==> src/rtl/hs_pkg.sv <==
// Shared definitions for the handshake FIFO and reg-slice blocks.
// Latency: n/a (types and constants only).
// Backpressure: n/a.
package hs_pkg;

    localparam int HS_DEFAULT_WIDTH = 16;
    localparam int HS_DEFAULT_DEPTH = 4;

    // Per-cycle FIFO operation, encoded as {push, pop}.
    typedef enum logic [1:0] {
        HS_OP_NONE = 2'b00,
        HS_OP_POP  = 2'b01,
        HS_OP_PUSH = 2'b10,
        HS_OP_BOTH = 2'b11
    } hs_op_e;

    function automatic bit hs_is_pow2(input int n);
        return (n > 0) && ((n & (n - 1)) == 0);
    endfunction

endpackage

==> src/rtl/hs_sync_fifo_if.sv <==
// Valid/ready streaming bus between an upstream producer, the FIFO and a downstream consumer.
// Latency: n/a (wires only).
// Backpressure: ready_out stalls the producer, ready_in stalls the FIFO head.
// Ports: valid_in/data_in/ready_out face upstream; valid_out/data_out/ready_in face downstream.
//        master = the environment driving the FIFO, slave = the FIFO itself.
interface hs_sync_fifo_if #(
    parameter int WIDTH = hs_pkg::HS_DEFAULT_WIDTH
);
    logic             valid_in;
    logic [WIDTH-1:0] data_in;
    logic             ready_out;
    logic             valid_out;
    logic [WIDTH-1:0] data_out;
    logic             ready_in;

    modport master (
        output valid_in, data_in, ready_in,
        input  ready_out, valid_out, data_out
    );

    modport slave (
        input  valid_in, data_in, ready_in,
        output ready_out, valid_out, data_out
    );
endinterface

==> src/rtl/hs_fifo_mem.sv <==
// DEPTH x WIDTH register file backing the FIFO; contents are never reset.
// Latency: write lands on the rising edge, read is combinational from the array.
// Backpressure: none; the owner gates the write enable.
// Ports: clk, we/waddr/wdata (synchronous write), raddr/rdata (asynchronous read).
module hs_fifo_mem #(
    parameter int WIDTH = 16,
    parameter int DEPTH = 4,
    localparam int AW   = $clog2(DEPTH)
) (
    input  logic             clk,
    input  logic             we,
    input  logic [AW-1:0]    waddr,
    input  logic [WIDTH-1:0] wdata,
    input  logic [AW-1:0]    raddr,
    output logic [WIDTH-1:0] rdata
);

    logic [WIDTH-1:0] mem_q [DEPTH];
    logic [WIDTH-1:0] mem_d [DEPTH];

    always_comb begin
        mem_d = mem_q;
        if (we) begin
            mem_d[waddr] = wdata;
        end
    end

    always_ff @(posedge clk) begin
        mem_q <= mem_d;
    end

    assign rdata = mem_q[raddr];

endmodule

==> src/rtl/hs_sync_fifo.sv <==
// First-word-fall-through synchronous FIFO with occupancy count and threshold flags.
// Latency: a word pushed into an empty FIFO is visible on valid_out/data_out one edge later.
// Backpressure: ready_out drops when full (registered state only); head holds while ready_in is low.
// Ports: clk, rst (async active-low), flush (sync clear), bus (slave side of the handshake bus),
//        count (0..DEPTH), almost_full (count >= AF_LEVEL), almost_empty (count <= AE_LEVEL).
module hs_sync_fifo
    import hs_pkg::*;
#(
    parameter int WIDTH    = HS_DEFAULT_WIDTH,
    parameter int DEPTH    = HS_DEFAULT_DEPTH,
    parameter int AF_LEVEL = DEPTH - 1,
    parameter int AE_LEVEL = 1
) (
    input  logic                     clk,
    input  logic                     rst,
    input  logic                     flush,
    hs_sync_fifo_if.slave            bus,
    output logic [$clog2(DEPTH):0]   count,
    output logic                     almost_full,
    output logic                     almost_empty
);

    localparam int AW = $clog2(DEPTH);
    localparam int PW = AW + 1;
    localparam int CW = AW + 1;

    localparam logic [CW-1:0] AF_C = CW'(AF_LEVEL);
    localparam logic [CW-1:0] AE_C = CW'(AE_LEVEL);

    if (WIDTH < 1) begin : g_bad_width
        $error("hs_sync_fifo: WIDTH must be at least 1");
    end
    if (DEPTH < 2 || !hs_is_pow2(DEPTH)) begin : g_bad_depth
        $error("hs_sync_fifo: DEPTH must be a power of two and at least 2");
    end
    if (AF_LEVEL < 1 || AF_LEVEL > DEPTH) begin : g_bad_af
        $error("hs_sync_fifo: AF_LEVEL must be in 1..DEPTH");
    end
    if (AE_LEVEL < 0 || AE_LEVEL > DEPTH - 1) begin : g_bad_ae
        $error("hs_sync_fifo: AE_LEVEL must be in 0..DEPTH-1");
    end

    logic [PW-1:0]    wr_ptr_q, wr_ptr_d;
    logic [PW-1:0]    rd_ptr_q, rd_ptr_d;
    logic [CW-1:0]    count_q,  count_d;
    logic             full;
    logic             empty;
    logic             push;
    logic             pop;
    hs_op_e           op;
    logic [WIDTH-1:0] rd_data;

    // Same slot with opposite wrap bits means the writer is a full lap ahead.
    assign full  = (wr_ptr_q[AW-1:0] == rd_ptr_q[AW-1:0]) && (wr_ptr_q[AW] != rd_ptr_q[AW]);
    assign empty = (wr_ptr_q == rd_ptr_q);

    assign push = bus.valid_in && !full;
    assign pop  = bus.ready_in && !empty;
    assign op   = hs_op_e'({push, pop});

    always_comb begin
        wr_ptr_d = wr_ptr_q;
        rd_ptr_d = rd_ptr_q;
        count_d  = count_q;
        if (flush) begin
            // Flush wins over any handshake seen this cycle.
            wr_ptr_d = '0;
            rd_ptr_d = '0;
            count_d  = '0;
        end else begin
            case (op)
                HS_OP_PUSH: begin
                    wr_ptr_d = wr_ptr_q + PW'(1);
                    count_d  = count_q + CW'(1);
                end
                HS_OP_POP: begin
                    rd_ptr_d = rd_ptr_q + PW'(1);
                    count_d  = count_q - CW'(1);
                end
                HS_OP_BOTH: begin
                    wr_ptr_d = wr_ptr_q + PW'(1);
                    rd_ptr_d = rd_ptr_q + PW'(1);
                end
                HS_OP_NONE: begin
                end
                default: begin
                end
            endcase
        end
    end

    always_ff @(posedge clk or negedge rst) begin
        if (!rst) begin
            wr_ptr_q <= '0;
            rd_ptr_q <= '0;
            count_q  <= '0;
        end else begin
            wr_ptr_q <= wr_ptr_d;
            rd_ptr_q <= rd_ptr_d;
            count_q  <= count_d;
        end
    end

    // Memory is left untouched by a flush so a discarded push never lands.
    hs_fifo_mem #(
        .WIDTH (WIDTH),
        .DEPTH (DEPTH)
    ) u_mem (
        .clk   (clk),
        .we    (push && !flush),
        .waddr (wr_ptr_q[AW-1:0]),
        .wdata (bus.data_in),
        .raddr (rd_ptr_q[AW-1:0]),
        .rdata (rd_data)
    );

    assign bus.ready_out = !full;
    assign bus.valid_out = !empty;
    assign bus.data_out  = empty ? '0 : rd_data;

    assign count        = count_q;
    assign almost_full  = (count_q >= AF_C);
    assign almost_empty = (count_q <= AE_C);

endmodule

==> src/flat_wrapper.sv <==
// flat-port wrapper written by rule: the top's interface ports become plain ports
module hs_sync_fifo_flat import hs_pkg::*;
#(
    parameter int WIDTH    = HS_DEFAULT_WIDTH,
    parameter int DEPTH    = HS_DEFAULT_DEPTH,
    parameter int AF_LEVEL = DEPTH - 1,
    parameter int AE_LEVEL = 1
)
  (clk, rst, flush, count, almost_full, almost_empty, bus_valid_in, bus_data_in, bus_ready_in, bus_ready_out, bus_valid_out, bus_data_out);
  hs_sync_fifo_if #(.WIDTH(WIDTH)) bus_i ();
  input  logic clk;
  input  logic rst;
  input  logic flush;
  output logic [$clog2(DEPTH):0] count;
  output logic almost_full;
  output logic almost_empty;
  input wire logic [$bits(bus_i.valid_in)-1:0] bus_valid_in;
  input wire logic [$bits(bus_i.data_in)-1:0] bus_data_in;
  input wire logic [$bits(bus_i.ready_in)-1:0] bus_ready_in;
  output wire logic [$bits(bus_i.ready_out)-1:0] bus_ready_out;
  output wire logic [$bits(bus_i.valid_out)-1:0] bus_valid_out;
  output wire logic [$bits(bus_i.data_out)-1:0] bus_data_out;
  assign bus_i.valid_in = bus_valid_in;
  assign bus_i.data_in = bus_data_in;
  assign bus_i.ready_in = bus_ready_in;
  assign bus_ready_out = bus_i.ready_out;
  assign bus_valid_out = bus_i.valid_out;
  assign bus_data_out = bus_i.data_out;
  hs_sync_fifo #(.WIDTH(WIDTH), .DEPTH(DEPTH), .AF_LEVEL(AF_LEVEL), .AE_LEVEL(AE_LEVEL)) u_core (.clk(clk), .rst(rst), .flush(flush), .bus(bus_i), .count(count), .almost_full(almost_full), .almost_empty(almost_empty));
endmodule
==> config.mk <==
export PLATFORM = sky130hd
export DESIGN_NAME = hs_sync_fifo_flat
export DESIGN_NICKNAME = d
export VERILOG_FILES = /design/src/rtl/hs_pkg.sv /design/src/rtl/hs_sync_fifo_if.sv /design/src/rtl/hs_fifo_mem.sv /design/src/rtl/hs_sync_fifo.sv /design/src/flat_wrapper.sv
export SDC_FILE = /design/constraint.sdc
export NUM_CORES = 1
export LEC_CHECK = 0
export CAP_MARGIN = 20
export CORE_ASPECT_RATIO = 0.8
export CORE_UTILIZATION = 35
export CTS_BUF_LIST = sky130_fd_sc_hd__clkbuf_4 sky130_fd_sc_hd__clkbuf_8
export CTS_CLUSTER_SIZE = 30
export DETAILED_ROUTE_END_ITERATION = 8
export HOLD_SLACK_MARGIN = 0.05
export SYNTH_ARGS = -nofsm -noshare
export SYNTH_HDL_FRONTEND = slang
export SYNTH_SLANG_ARGS = --single-unit
==> constraint.sdc <==
create_clock -name clk -period 8.9 [get_ports clk]
set_clock_uncertainty 0.05 [all_clocks]
set_input_delay 2.67 -clock clk [delete_from_list [all_inputs] [get_ports clk]]
set_output_delay 2.67 -clock clk [all_outputs]
set_load 0.005 [all_outputs]
==> reports/metrics.yaml, run 1 <==
run_status: "finished clean"
pwr_density_cell_nw_per_um2: 224
cap_violations: 0
ir_drop_v: 0.0000759
synth_seq_cells: 73
syn_nets: 219
h-tree-depth: 3
ctsHoldBuffers: 0
finalMaxSlewViolations: 0
rsz0062_at_grt: "false"
tightest_slew_ns: 0.826
fill_cells: 771
num_rows: 30
tns_ns: 0
dieWidth_microns: 109
yosysSeqAreaShare_pct: 67.3
cp-start-kind: "flop"
dr.pass1.iters: 4
hold_path.class: "reg -> reg"
io_pins: 44
hold_viol: 0
power_leakage_uw: 0.00136
synth_area_sq_um: 3190
drive_above_1_share_pct: 18.4
grt_pass1_vias: 1690
wl_per_cell_microns: 15.6
hpwl_microns: 3680
core_area_sq_um: 8670
ys_types: 32
cts_buffer_depth: 2
placed_cell_area_sq_um: 3760
fp.dieH_microns: 87.4
clock.fmax_ghz: 0.181
relSlewSlack_pct: 44.9
synth_compound_area_share_pct: 3.61
clock-sinks: 73
die_area_sq_um: 9500
critPathMaxFanout: 20
area_growth_syn_to_layout_pct: 23.9
grt_max_degree: 21
synth_area_per_cell_sq_um: 16.9
routed_via_density: 4.77
cts_resized: 0
synthMuxAreaShare_pct: 12.4
initialDrtViolationCount: 87
start_util_pct: 36.8
worstSkewPairLatency_ns: 0.34
post_cts_buffers: 0
period_share_pct: 62.1
finalCriticalPeriod_ns: 5.53
synthXorXnorAreaFrac_pct: 2.47
path_clk_slew_ns: 0.07
cts_tree: "built"
required_ns: 6.18
io_buffers: 43
seq_area_sq_um: 2150
crit_arrival_ns: 2.81
grt_util_all_layers_pct: 12.9
crit_type: "reg -> out"
syn_inst: 189
fin_cells: 356
setup_violations: 0
dp_cells: 340
synth_top_family_by_area: "multiplexers"
cts_made_buffers: 9
gp_congestion: 0.756
cts-root-buf: "clkbuf_8"
drt-total-wl_microns: 5570
ant_nets: 0
grt_pass1_wl_microns: 8790
final_area_sq_um: 3950
gr-total-overflow: 0
ys_warn_count: 0
antenna_found_initial: 0
routed-via-count: 1699
synth-simple-area-share_pct: 8.00
n_antenna_cell: 0
post-route-drc-count: 0
multi_input_area_sq_um: 977
nets: 269
end_kind: "primary output"
synth_fa_ha_area_share_pct: 3.53
[cell usage in the layout, fill, tap and decap left out, types with 4 or more instances in the layout]
master | Yosys | layout
edfxtp_1 | 64 | 64
clkdlybuf4s50_1 | 0 | 43
mux4_2 | 16 | 16
and2_1 | 16 | 16
nor2_1 | 16 | 16
ha_1 | 9 | 9
clkbuf_8 | 0 | 9
dfrtp_1 | 9 | 9
inv_1 | 8 | 8
xor2_1 | 6 | 6
o21ai_0 | 5 | 5
buf_4 | 1 | 5
nor3b_2 | 0 | 4
nand3_1 | 4 | 4
[layer usage]
metal	part of all wire, %	vias to the layer above	track usage [%]	wire [microns]
li1	-	817	-	-
met1	47	844	17.4	2590
met2	49	31	19.9	2720
met3	3.1	7	2.69	170
met4	1.5	0	6.27	85
met5	0	-	0	0
[per-stage QoR]
step	total power (uW)	util [%]	hold WS [ns]	setup WS, ns
after floorplan	543	-	0.511	4.08
after global placement	648	43.4	0.541	3.72
final	885	45.6	0.567	3.37
after global routing	933	45.6	0.605	3.12
after detailed placement	651	43.4	0.548	3.64
after CTS	898	45.6	0.568	3.27
[Yosys cell counts]
cell	count	share of area (%)
a2111oi_2	1	0.47
a211oi_1	1	0.24
a21oi_1	3	0.47
a21oi_2	1	0.27
a221o_1	1	0.31
a221oi_2	1	0.47
a311oi_1	1	0.27
and2_1	16	3.1
buf_2	2	0.31
buf_4	1	0.24
buf_6	2	0.71
clkbuf_1	4	0.47
dfrtp_1	9	7.1
edfxtp_1	64	60
ha_1	9	3.5
inv_1	8	0.94
mux2_4	1	0.47
mux2i_1	2	0.63
mux4_2	16	11
nand2_1	1	0.12
nand2_2	2	0.39
nand3_1	4	0.63
nor2_1	16	1.9
nor2_4	1	0.35
nor2b_1	1	0.20
nor3_1	1	0.16
nor3b_1	4	0.94
o211a_1	1	0.31
o21ai_0	5	0.78
or3_1	1	0.20
xnor2_1	3	0.82
xor2_1	6	1.6
[worst paths after layout]
check                                                    start                             end  slack, ns  cells past startpoint
max in group asynchronous                                  rst  u_core.rd_ptr_q[2]$_DFFE_PN0P_       5.83                      1
worst min-delay path            u_core.rd_ptr_q[2]$_DFFE_PN0P_  u_core.rd_ptr_q[2]$_DFFE_PN0P_       0.57                      2
worst max-delay path            u_core.rd_ptr_q[0]$_DFFE_PN0P_                bus_data_out[15]       3.37                      6
worst min register to register  u_core.rd_ptr_q[2]$_DFFE_PN0P_  u_core.rd_ptr_q[2]$_DFFE_PN0P_       0.57                      2
min in group asynchronous                                  rst  u_core.wr_ptr_q[0]$_DFFE_PN0P_       2.62                      1
worst max register to register  u_core.rd_ptr_q[0]$_DFFE_PN0P_     u_core.count[0]$_DFFE_PN0P_       6.10                      7
[cells by family (layout without fill, tap and decap cells)]
logic type	Yosys count	in the layout
DFF	73	73
and+or+nand+nor	47	47
muxes	19	19
buffers and inverters	17	72
AOI/OAI and AO/OA	15	15
adders and majority gates	9	9
xor gates and xnor gates	9	9
[worst max-delay path, stage by stage (launching register included)]
cell	delay [ns]
dfrtp_1	0.63
buf_4	0.34
xor2_1	0.23
nor3_1	0.09
inv_1	0.45
and2_1	0.22
clkdlybuf4s50_1	0.50
[layout make-up]
| cell class | count | share of cell area (%) |
|---|---|---|
| clock buffers | 10 | 3.32 |
| clock inverters | 6 | 1.46 |
| inverters | 8 | 0.760 |
| multi-input cells | 99 | 24.7 |
| flip-flops and latches | 73 | 54.3 |
| well taps | 112 | 3.55 |
| repair buffers | 48 | 11.8 |
[sequential cells by signal (all words and copies together) (netlist names)]
| name | flops |
|---|---|
| u_core.count | 3 |
| u_core.u_mem.mem_q | 64 |
| u_core.rd_ptr_q | 3 |
| u_core.wr_ptr_q | 3 |
[power by group]
group | internal (uW) | switching, uW | leakage (uW)
sequential | 388 | 18.4 | 0.000702
clock | 131 | 116 | 0.0000928
combinational | 138 | 93.8 | 0.000568
(Power assumes the default switching activity.)
==> run 2, diff against run 1 <==
clock period = 5.65 ns   (was 8.9 ns; I/O delays follow)
==> run 2 against run 1 <==
Net effect:
- critical path depth down 1
- first-iteration DRC count is 25% higher
- final cell count up 0.28%
- critical path type unchanged
- highest routed layer unchanged
- sequential power increased by 56%
- sequential share of layout area down 0.81 points
- die area stayed put
- combinational power up 62%
==> reports/metrics.yaml, run 2 (synthesized netlist as in run 1, its figures left out) <==
cp-start-kind: "flop"
n_antenna_cell: 0  # unchanged
routed_via_density: 4.85  # +1.7%
wl_per_cell_microns: 15.9  # +1.8%
clock.fmax_ghz: 0.234
r2r_end: "u_core.count[0]$_DFFE_PN0P_"
cap_violations: 0  # unchanged
period_share_pct: 75.7
end_kind: "primary output"
hold_slack_ns: 0.556  # -0.0112 ns
largest-register: "u_core.u_mem.mem_q"
antenna_found_initial: 0  # unchanged
area_growth_syn_to_layout_pct: 25.8
drive_above_1_share_pct: 19.6  # +1.1 points
cts-root-buf: "clkbuf_8"
dieWidth_microns: 109  # unchanged
power_leakage_uw: 0.00139  # +1.9%
fp.dieH_microns: 87.4  # unchanged
pwr_density_cell_nw_per_um2: 371  # +66%
hpwl_microns: 3750  # +2.0%
rsz0062_at_grt: "false"
setup_violations: 0  # unchanged
final_common_cell: "edfxtp_1"
crit_type: "reg -> out"
ctsHoldBuffers: 0  # unchanged
largest_register_ffs: 64  # unchanged
rrSetupSlack_ns: 3.18  # -2.92 ns
seq_area_sq_um: 2150  # unchanged
core_area_sq_um: 8670  # unchanged
hold_viol: 0  # unchanged
timing.rr.start: "u_core.rd_ptr_q[0]$_DFFE_PN0P_"
cts_tree: "built"
num_rows: 30  # unchanged
gp_congestion: 0.773  # +2.2%
cts_made_buffers: 9  # unchanged
run_status: "finished clean"
drt-total-wl_microns: 5680  # +2.1%
worstSkewPairLatency_ns: 0.33  # about the same
fill_cells: 757  # -1.8%
finalCriticalPeriod_ns: 4.27
post_cts_buffers: 0  # unchanged
grt_pass1_vias: 1744  # +3.2%
io_pins: 44  # unchanged
grt_max_degree: 21  # unchanged
required_ns: 3.90  # -2.28 ns
cts_resized: 0  # unchanged
io_buffers: 43  # unchanged
clock-sinks: 73  # unchanged
relSlewSlack_pct: 53.6  # +8.6 points
ir_drop_v: 0.000137  # +80%
fin_ws_ns: 1.38  # -2.00 ns
routed-via-count: 1732  # +1.9%
ant_nets: 0  # unchanged
worstRegToRegCells: 6  # -1
multi_input_area_sq_um: 977  # unchanged
critPathLaunch: "u_core.rd_ptr_q[0]$_DFFE_PN0P_"
gr-total-overflow: 0  # unchanged
dp_slack_ns: 1.68  # -1.97 ns
cts_buffer_depth: 2  # unchanged
critPathMaxFanout: 20  # unchanged
start_util_pct: 36.8  # unchanged
die_area_sq_um: 9500  # unchanged
h-tree-depth: 3  # unchanged
nets: 270  # +0.37%
dr.pass1.iters: 4  # unchanged
layout_common_cells: "64 x edfxtp_1, 43 x clkdlybuf4s50_1, 16 x mux4_2, 16 x and2_1, 16 x nor2_1"
crit_arrival_ns: 2.53  # -0.28 ns
grt_util_all_layers_pct: 13.1  # +0.24 points
tightest_slew_ns: 0.694  # -0.132 ns
grt_pass1_wl_microns: 8940  # +1.7%
initialDrtViolationCount: 109  # +25%
endpoint: "bus_data_out[11]"
post-route-drc-count: 0  # unchanged
hold_path.class: "reg -> reg"
tns_ns: 0  # unchanged
path_clk_slew_ns: 0.07  # about the same
finalMaxSlewViolations: 0  # unchanged
## run 2: cell type report
| class | instances | share of cell area, % |
|---|---|---|
| flip-flops and latches | 73 | 53.5 |
| inverters | 8 | 0.749 |
| clock buffers | 9 | 3.09 |
| clock inverters | 7 | 2.93 |
| multi-input cells | 99 | 24.4 |
| well taps | 112 | 3.49 |
| repair buffers | 49 | 11.9 |
## run 2: worst min-delay path by stage
stage,startpoint,slack (ns),endpoint,cells after the start
after detailed placement,u_core.wr_ptr_q[2]$_DFFE_PN0P_,0.54,u_core.wr_ptr_q[2]$_DFFE_PN0P_,2
final,u_core.wr_ptr_q[2]$_DFFE_PN0P_,0.56,u_core.wr_ptr_q[2]$_DFFE_PN0P_,2
after floorplan,u_core.wr_ptr_q[2]$_DFFE_PN0P_,0.51,u_core.wr_ptr_q[2]$_DFFE_PN0P_,2
after global routing,u_core.rd_ptr_q[2]$_DFFE_PN0P_,0.59,u_core.rd_ptr_q[2]$_DFFE_PN0P_,2
after CTS,u_core.wr_ptr_q[2]$_DFFE_PN0P_,0.56,u_core.wr_ptr_q[2]$_DFFE_PN0P_,2
after global placement,u_core.wr_ptr_q[2]$_DFFE_PN0P_,0.53,u_core.wr_ptr_q[2]$_DFFE_PN0P_,2
## run 2: critical path, stage by stage (launching register included)
cell and delay (ns):
dfrtp_1 0.64, xor2_1 0.27, nor3_1 0.09, inv_1 0.45, and2_1 0.23, clkdlybuf4s50_1 0.51
## run 2: power by group
group | internal (uW) | switching [uW]
logic | 218 | 157
clock network | 293 | 186
registers | 611 | 24.6
## run 2: metal layers
layer	global-route usage [%]	vias up	wire length, microns
met1	16.2	874	2500
met5	0	-	0
li1	-	813	-
met3	4.04	6	216
met4	4.05	0	75
met2	22.2	39	2890
## run 2: through the flow
step / total power, uW / area, sq um / util, % / std cells
floorplan: 855 / 3190 / - / 189
global placement: 1020 / 3770 / 43.5 / 341
detailed placement: 1030 / 3770 / 43.5 / 341
CTS: 1510 / 4010 / 46.3 / 357
global route: 1570 / 4010 / 46.3 / 357
finish: 1490 / 4010 / 46.3 / 357
==> run 3, diff against run 2 <==
clock period = 4.2 ns   (was 5.65 ns; I/O delays follow)
==> run 3 against run 2 <==
Net effect:
- core utilization shrank 0.59 points
- register-to-register slack got worse by 1.3 ns
- power grew 26%
- sequential power increased by 33%
- routed wire length increased by 1.4%
- sequential cell count stayed put
- non-clock buffer count increased by 1
- global-route usage increased by 0.14 points
- via count is 2.0% lower
- design area fell by 1.3%
==> reports/metrics.yaml, run 3 (synthesized netlist as in run 1, its figures left out) <==
run_status: "finished clean"
routed_via_density: 4.76  # -2.0%
critPathLaunch: "u_core.rd_ptr_q[0]$_DFFE_PN0P_"
period_share_pct: 87.6
tightest_slew_ns: 0.722  # +0.0275 ns
finalCriticalPeriod_ns: 3.68
cts-root-buf: "clkbuf_8"
routed-via-count: 1698  # -2.0%
largest-register: "u_core.u_mem.mem_q"
hpwl_microns: 3780  # +0.79%
cp-start-kind: "flop"
setup_violations: 0  # unchanged
start_util_pct: 36.8  # unchanged
r2r_end: "u_core.count[0]$_DFFE_PN0P_"
critPathMaxFanout: 20  # unchanged
antenna_found_initial: 0  # unchanged
relSlewSlack_pct: 51.7  # -1.8 points
crit_arrival_ns: 2.37  # -0.16 ns
rsz0062_at_grt: "false"
dieWidth_microns: 109  # unchanged
core_area_sq_um: 8670  # unchanged
finalMaxSlewViolations: 0  # unchanged
pwr_density_cell_nw_per_um2: 473  # +27%
endpoint: "bus_data_out[15]"
switching_power_uw: 487  # +32%
drt-total-wl_microns: 5760  # +1.4%
worstSkewPairLatency_ns: 0.33  # about the same
crit_type: "reg -> out"
power_leakage_uw: 0.00137  # -1.3%
end_kind: "primary output"
ir_drop_v: 0.000146  # +6.5%
comb_power_share_pct: 27.6  # +2.4 points
path_clk_slew_ns: 0.07  # about the same
grt_pass1_vias: 1759  # +0.86%
num_rows: 30  # unchanged
ctsHoldBuffers: 0  # unchanged
grt_max_degree: 21  # unchanged
initialDrtViolationCount: 123  # +13%
required_ns: 2.89  # -1.01 ns
cap_violations: 0  # unchanged
drive_above_1_share_pct: 19.2  # -0.41 points
p_sw_share_pct: 26.0  # +1.3 points
n_antenna_cell: 0  # unchanged
post_cts_buffers: 0  # unchanged
final_core_util_pct: 45.7  # -0.59 points
h-tree-depth: 3  # unchanged
fp.dieH_microns: 87.4  # unchanged
post-route-drc-count: 0  # unchanged
min_from: "u_core.rd_ptr_q[2]$_DFFE_PN0P_"
layout_common_cells: "64 x edfxtp_1, 43 x clkdlybuf4s50_1, 16 x mux4_2, 16 x and2_1, 16 x nor2_1"
nets: 271  # +0.37%
clock-sinks: 73  # unchanged
die_area_sq_um: 9500  # unchanged
cts_made_buffers: 9  # unchanged
worstRegToRegCells: 7  # +1
largest_register_ffs: 64  # unchanged
clock.fmax_ghz: 0.272
final_common_cell: "edfxtp_1"
cts_tree: "built"
area_growth_syn_to_layout_pct: 24.2
wl_per_cell_microns: 16.1  # +1.4%
fill_cells: 764  # +0.92%
io_pins: 44  # unchanged
hold_viol: 0  # unchanged
tns_ns: 0  # unchanged
fin_cells: 357  # unchanged
timing.rr.start: "u_core.rd_ptr_q[0]$_DFFE_PN0P_"
p_clk_share_pct: 27.3  # -4.8 points
gp_congestion: 0.724  # -6.3%
grt_util_all_layers_pct: 13.3  # +0.14 points
ant_nets: 0  # unchanged
dp_cells: 342  # +0.29%
gr-total-overflow: 0  # unchanged
cts_resized: 0  # unchanged
hold_path.class: "reg -> reg"
cts_buffer_depth: 2  # unchanged
grt_pass1_wl_microns: 9360  # +4.6%
intPower_uw: 1390  # +24%
io_buffers: 43  # unchanged
rrSetupSlack_ns: 1.86  # -1.32 ns
dr.pass1.iters: 4  # unchanged
seq_power_share_pct: 45.0  # +2.4 points
## run 3: layout make-up
class / count / area (sq um) / area share (%)
Multi-Input combinational cell: 99 / 977 / 24.7
Timing Repair Buffer: 50 / 483 / 12.2
Tap cell: 112 / 140 / 3.54
Clock buffer: 9 / 124 / 3.13
Clock inverter: 6 / 58.8 / 1.48
Sequential cell: 73 / 2150 / 54.2
Inverter: 8 / 30.0 / 0.758
## run 3: worst min path at each step
stage / to / slack, ns / cells after the start
4_1_cts: u_core.rd_ptr_q[2]$_DFFE_PN0P_ / 0.57 / 2
6_report: u_core.rd_ptr_q[2]$_DFFE_PN0P_ / 0.56 / 2
3_3_place_gp: u_core.wr_ptr_q[2]$_DFFE_PN0P_ / 0.53 / 2
5_1_grt: u_core.wr_ptr_q[2]$_DFFE_PN0P_ / 0.59 / 2
3_5_place_dp: u_core.wr_ptr_q[2]$_DFFE_PN0P_ / 0.55 / 2
2_1_floorplan: u_core.wr_ptr_q[2]$_DFFE_PN0P_ / 0.51 / 2
## run 3: worst max-delay path, stage by stage (launching register included)
cell and delay, ns:
dfrtp_1 0.38, buf_4 0.18, xor2_1 0.22, nor3_1 0.08, inv_1 0.45, and2_1 0.23
clkdlybuf4s50_1 0.50
## run 3: routing by layer
| layer | global-route usage [%] | routed length (microns) | up-vias |
|---|---|---|---|
| li1 | - | - | 818 |
| met1 | 18.5 | 2820 | 834 |
| met2 | 20.6 | 2700 | 40 |
| met3 | 3.14 | 205 | 6 |
| met4 | 4.05 | 40 | 0 |
| met5 | 0 | 0 | - |
## run 3: through the flow
stage,cell area (sq um),power [uW],hold slack [ns],worst slack (ns)
after floorplan,3190,1150,0.511,0.791
after global placement,3780,1380,0.534,0.896
after detailed placement,3780,1390,0.551,0.840
after CTS,3960,1900,0.568,0.451
after global routing,3960,1980,0.592,0.296
final,3960,1870,0.560,0.521
## run 3: power by group through the flow
| stage | logic (uW) | clock network, uW | registers (uW) |
|---|---|---|---|
| 6_report | 518 | 512 | 844 |
| 5_1_grt | 574 | 557 | 849 |
| 4_1_cts | 528 | 526 | 844 |
| 3_5_place_dp | 526 | 0 | 860 |
| 3_3_place_gp | 522 | 0 | 859 |
| 2_1_floorplan | 294 | 0 | 856 |
==> edit: new RTL, settings of run 2 <==
`HS_DEFAULT_DEPTH`: 4 -> 2.
--- a/src/rtl/hs_pkg.sv
+++ b/src/rtl/hs_pkg.sv
@@ -4,7 +4,7 @@
 package hs_pkg;
 
     localparam int HS_DEFAULT_WIDTH = 16;
-    localparam int HS_DEFAULT_DEPTH = 4;
+    localparam int HS_DEFAULT_DEPTH = 2;
 
     // Per-cycle FIFO operation, encoded as {push, pop}.
     typedef enum logic [1:0] {
Interface: changed (resized count); port bits go from 44 to 43. No check against the original RTL was run, so the function may have changed too.
==> edit against run 2 <==
Global-route usage is 0.53 points higher; sequential cell count is 35 lower; cell count fell by 35%; die area shrank 45%; core utilization is 3.5 points higher; setup slack gained 0.25 ns; total power down 36%; critical path depth stayed put; first-iteration DRC count down 71%; area after synthesis shrank 46%; design area decreased by 42%; combinational power rose by 10%; wire length decreased by 45%; critical endpoint is now bus_data_out[7].
==> edit: results (changes against run 2) <==
outcome=completed; register area share after synthesis=64.35% (-3.0 points); slack of the worst reg-to-reg path=3.74 ns (+0.56 ns); Slew HR=36.85% (-17 points); Filler Cell Count=403 (-47%); port bufs=42 (-2.3%); Crit Reg-Reg Startpoint=u_core.rd_ptr_q[1]$_DFFE_PN0P_; vias in the first global route=1196 (-31%); Post-synth ARST share=15.79% (+3.5 points); first-pass GRT wire length=5237 um (-41%); post-synthesis net count=150 (-32%); P_leak=0.8019 nW (-42%); fraction of layout cells with a size suffix above 1=9.249% (-10 points); Post-synth top cells=edfxtp_1 (32), nor2_1 (22), mux2i_1 (19), clkbuf_1 (6), dfrtp_1 (6); worst r2r dst=u_core.u_mem.mem_q[8]$_DFFE_PP_; max FFs per register=32 (-50%); Cells after Synth=127 (-33%); Data arrival, critical path=2.28 ns (-0.25 ns); non-filler cells in the finished layout=233 (-35%); total wire length=3129 um (-45%); via/cell ratio=4.768 (-1.7%); startpoint of the lowest-slack hold path=u_core.wr_ptr_q[1]$_DFFE_PN0P_; # nets final=195 (-28%); worst skew pair latency=0.28 ns (-0.05 ns); hold path endpoint=u_core.wr_ptr_q[1]$_DFFE_PN0P_; Distinct cells, synth=28 (-13%); CTS Buf Count=5 (-4); largest net degree at the start of global routing=23 (+9.5%); initial DRC count=32 (-71%); Synth area leaders=edfxtp_1 (56%), mux2i_1 (11%), dfrtp_1 (8.7%); H-tree levels=2 (-1); CP max FO=11 (-45%); RePlAce Congestion=0.7579 (-1.9%); VDD IR max=0.2012 mV (+47%); worst reg2reg path depth=2 (-4)
[edit: worst max-delay path, cell delays in order, from the launching register on]
cell	delay, ns
dfrtp_1	0.48
xor2_2	0.44
nor2_1	0.22
buf_4	0.23
nor2_1	0.11
clkdlybuf4s50_1	0.51
[edit: cells by family after synthesis]
logic type / synth area share [%]
AND/OR/NAND/NOR: 11.74
flip-flops: 64.35
multiplexers: 11.67
AO/OA/AOI/OAI: 4.492
buffers and inverters: 2.391
XOR/XNOR: 3.913
adder cells (fa/ha/maj): 1.449
[edit: through the flow]
step	setup WS [ns]	util, %	power, W	hold slack (ns)	instance area (um^2)
6_report	1.626	49.73	0.0009490	0.5803	2313
5_1_grt	1.469	49.73	0.001013	0.6291	2313
4_1_cts	1.604	49.73	0.0009630	0.5893	2313
3_5_place_dp	1.861	47.90	0.0007851	0.5747	2228
3_3_place_gp	1.906	47.90	0.0007794	0.5631	2228
2_1_floorplan	1.460	-	0.0005720	0.5347	1727
[edit: power breakdown]
group | internal [W] | switching (W) | leakage (nW)
logic | 0.000231 | 0.000183 | 0.383
clock network | 0.0000894 | 0.0000859 | 0.0460
registers | 0.000335 | 0.0000243 | 0.373
total | 0.000656 | 0.000293 | 0.802
[edit: worst max-delay path by stage]
stage                                         startpoint                               end  cells past startpoint
after floorplan                             bus_valid_in  u_core.u_mem.mem_q[16]$_DFFE_PP_                      2
after global routing      u_core.rd_ptr_q[1]$_DFFE_PN0P_                   bus_data_out[6]                      5
final                     u_core.wr_ptr_q[0]$_DFFE_PN0P_                   bus_data_out[7]                      5
after global placement                             flush   u_core.u_mem.mem_q[2]$_DFFE_PP_                      3
after CTS                 u_core.wr_ptr_q[0]$_DFFE_PN0P_                   bus_data_out[7]                      5
after detailed placement                           flush  u_core.u_mem.mem_q[14]$_DFFE_PP_                      3
[edit: routing by layer]
metal	vias up	wire length (um)	global-route usage [%]
li1	550	-	-
met1	534	1366	14.82
met2	22	1602	24.05
met3	5	113	4.225
met4	0	47	6.696
met5	-	0	0
[edit: cell type report]
| class | count | area share (%) |
|---|---|---|
| Clock buffer | 6 | 3.299 |
| Sequential cell | 38 | 48.03 |
| Inverter | 4 | 0.6490 |
| Timing Repair Buffer | 45 | 19.15 |
| Tap cell | 60 | 3.245 |
| Clock inverter | 2 | 0.3786 |
| Multi-Input combinational cell | 78 | 25.26 |
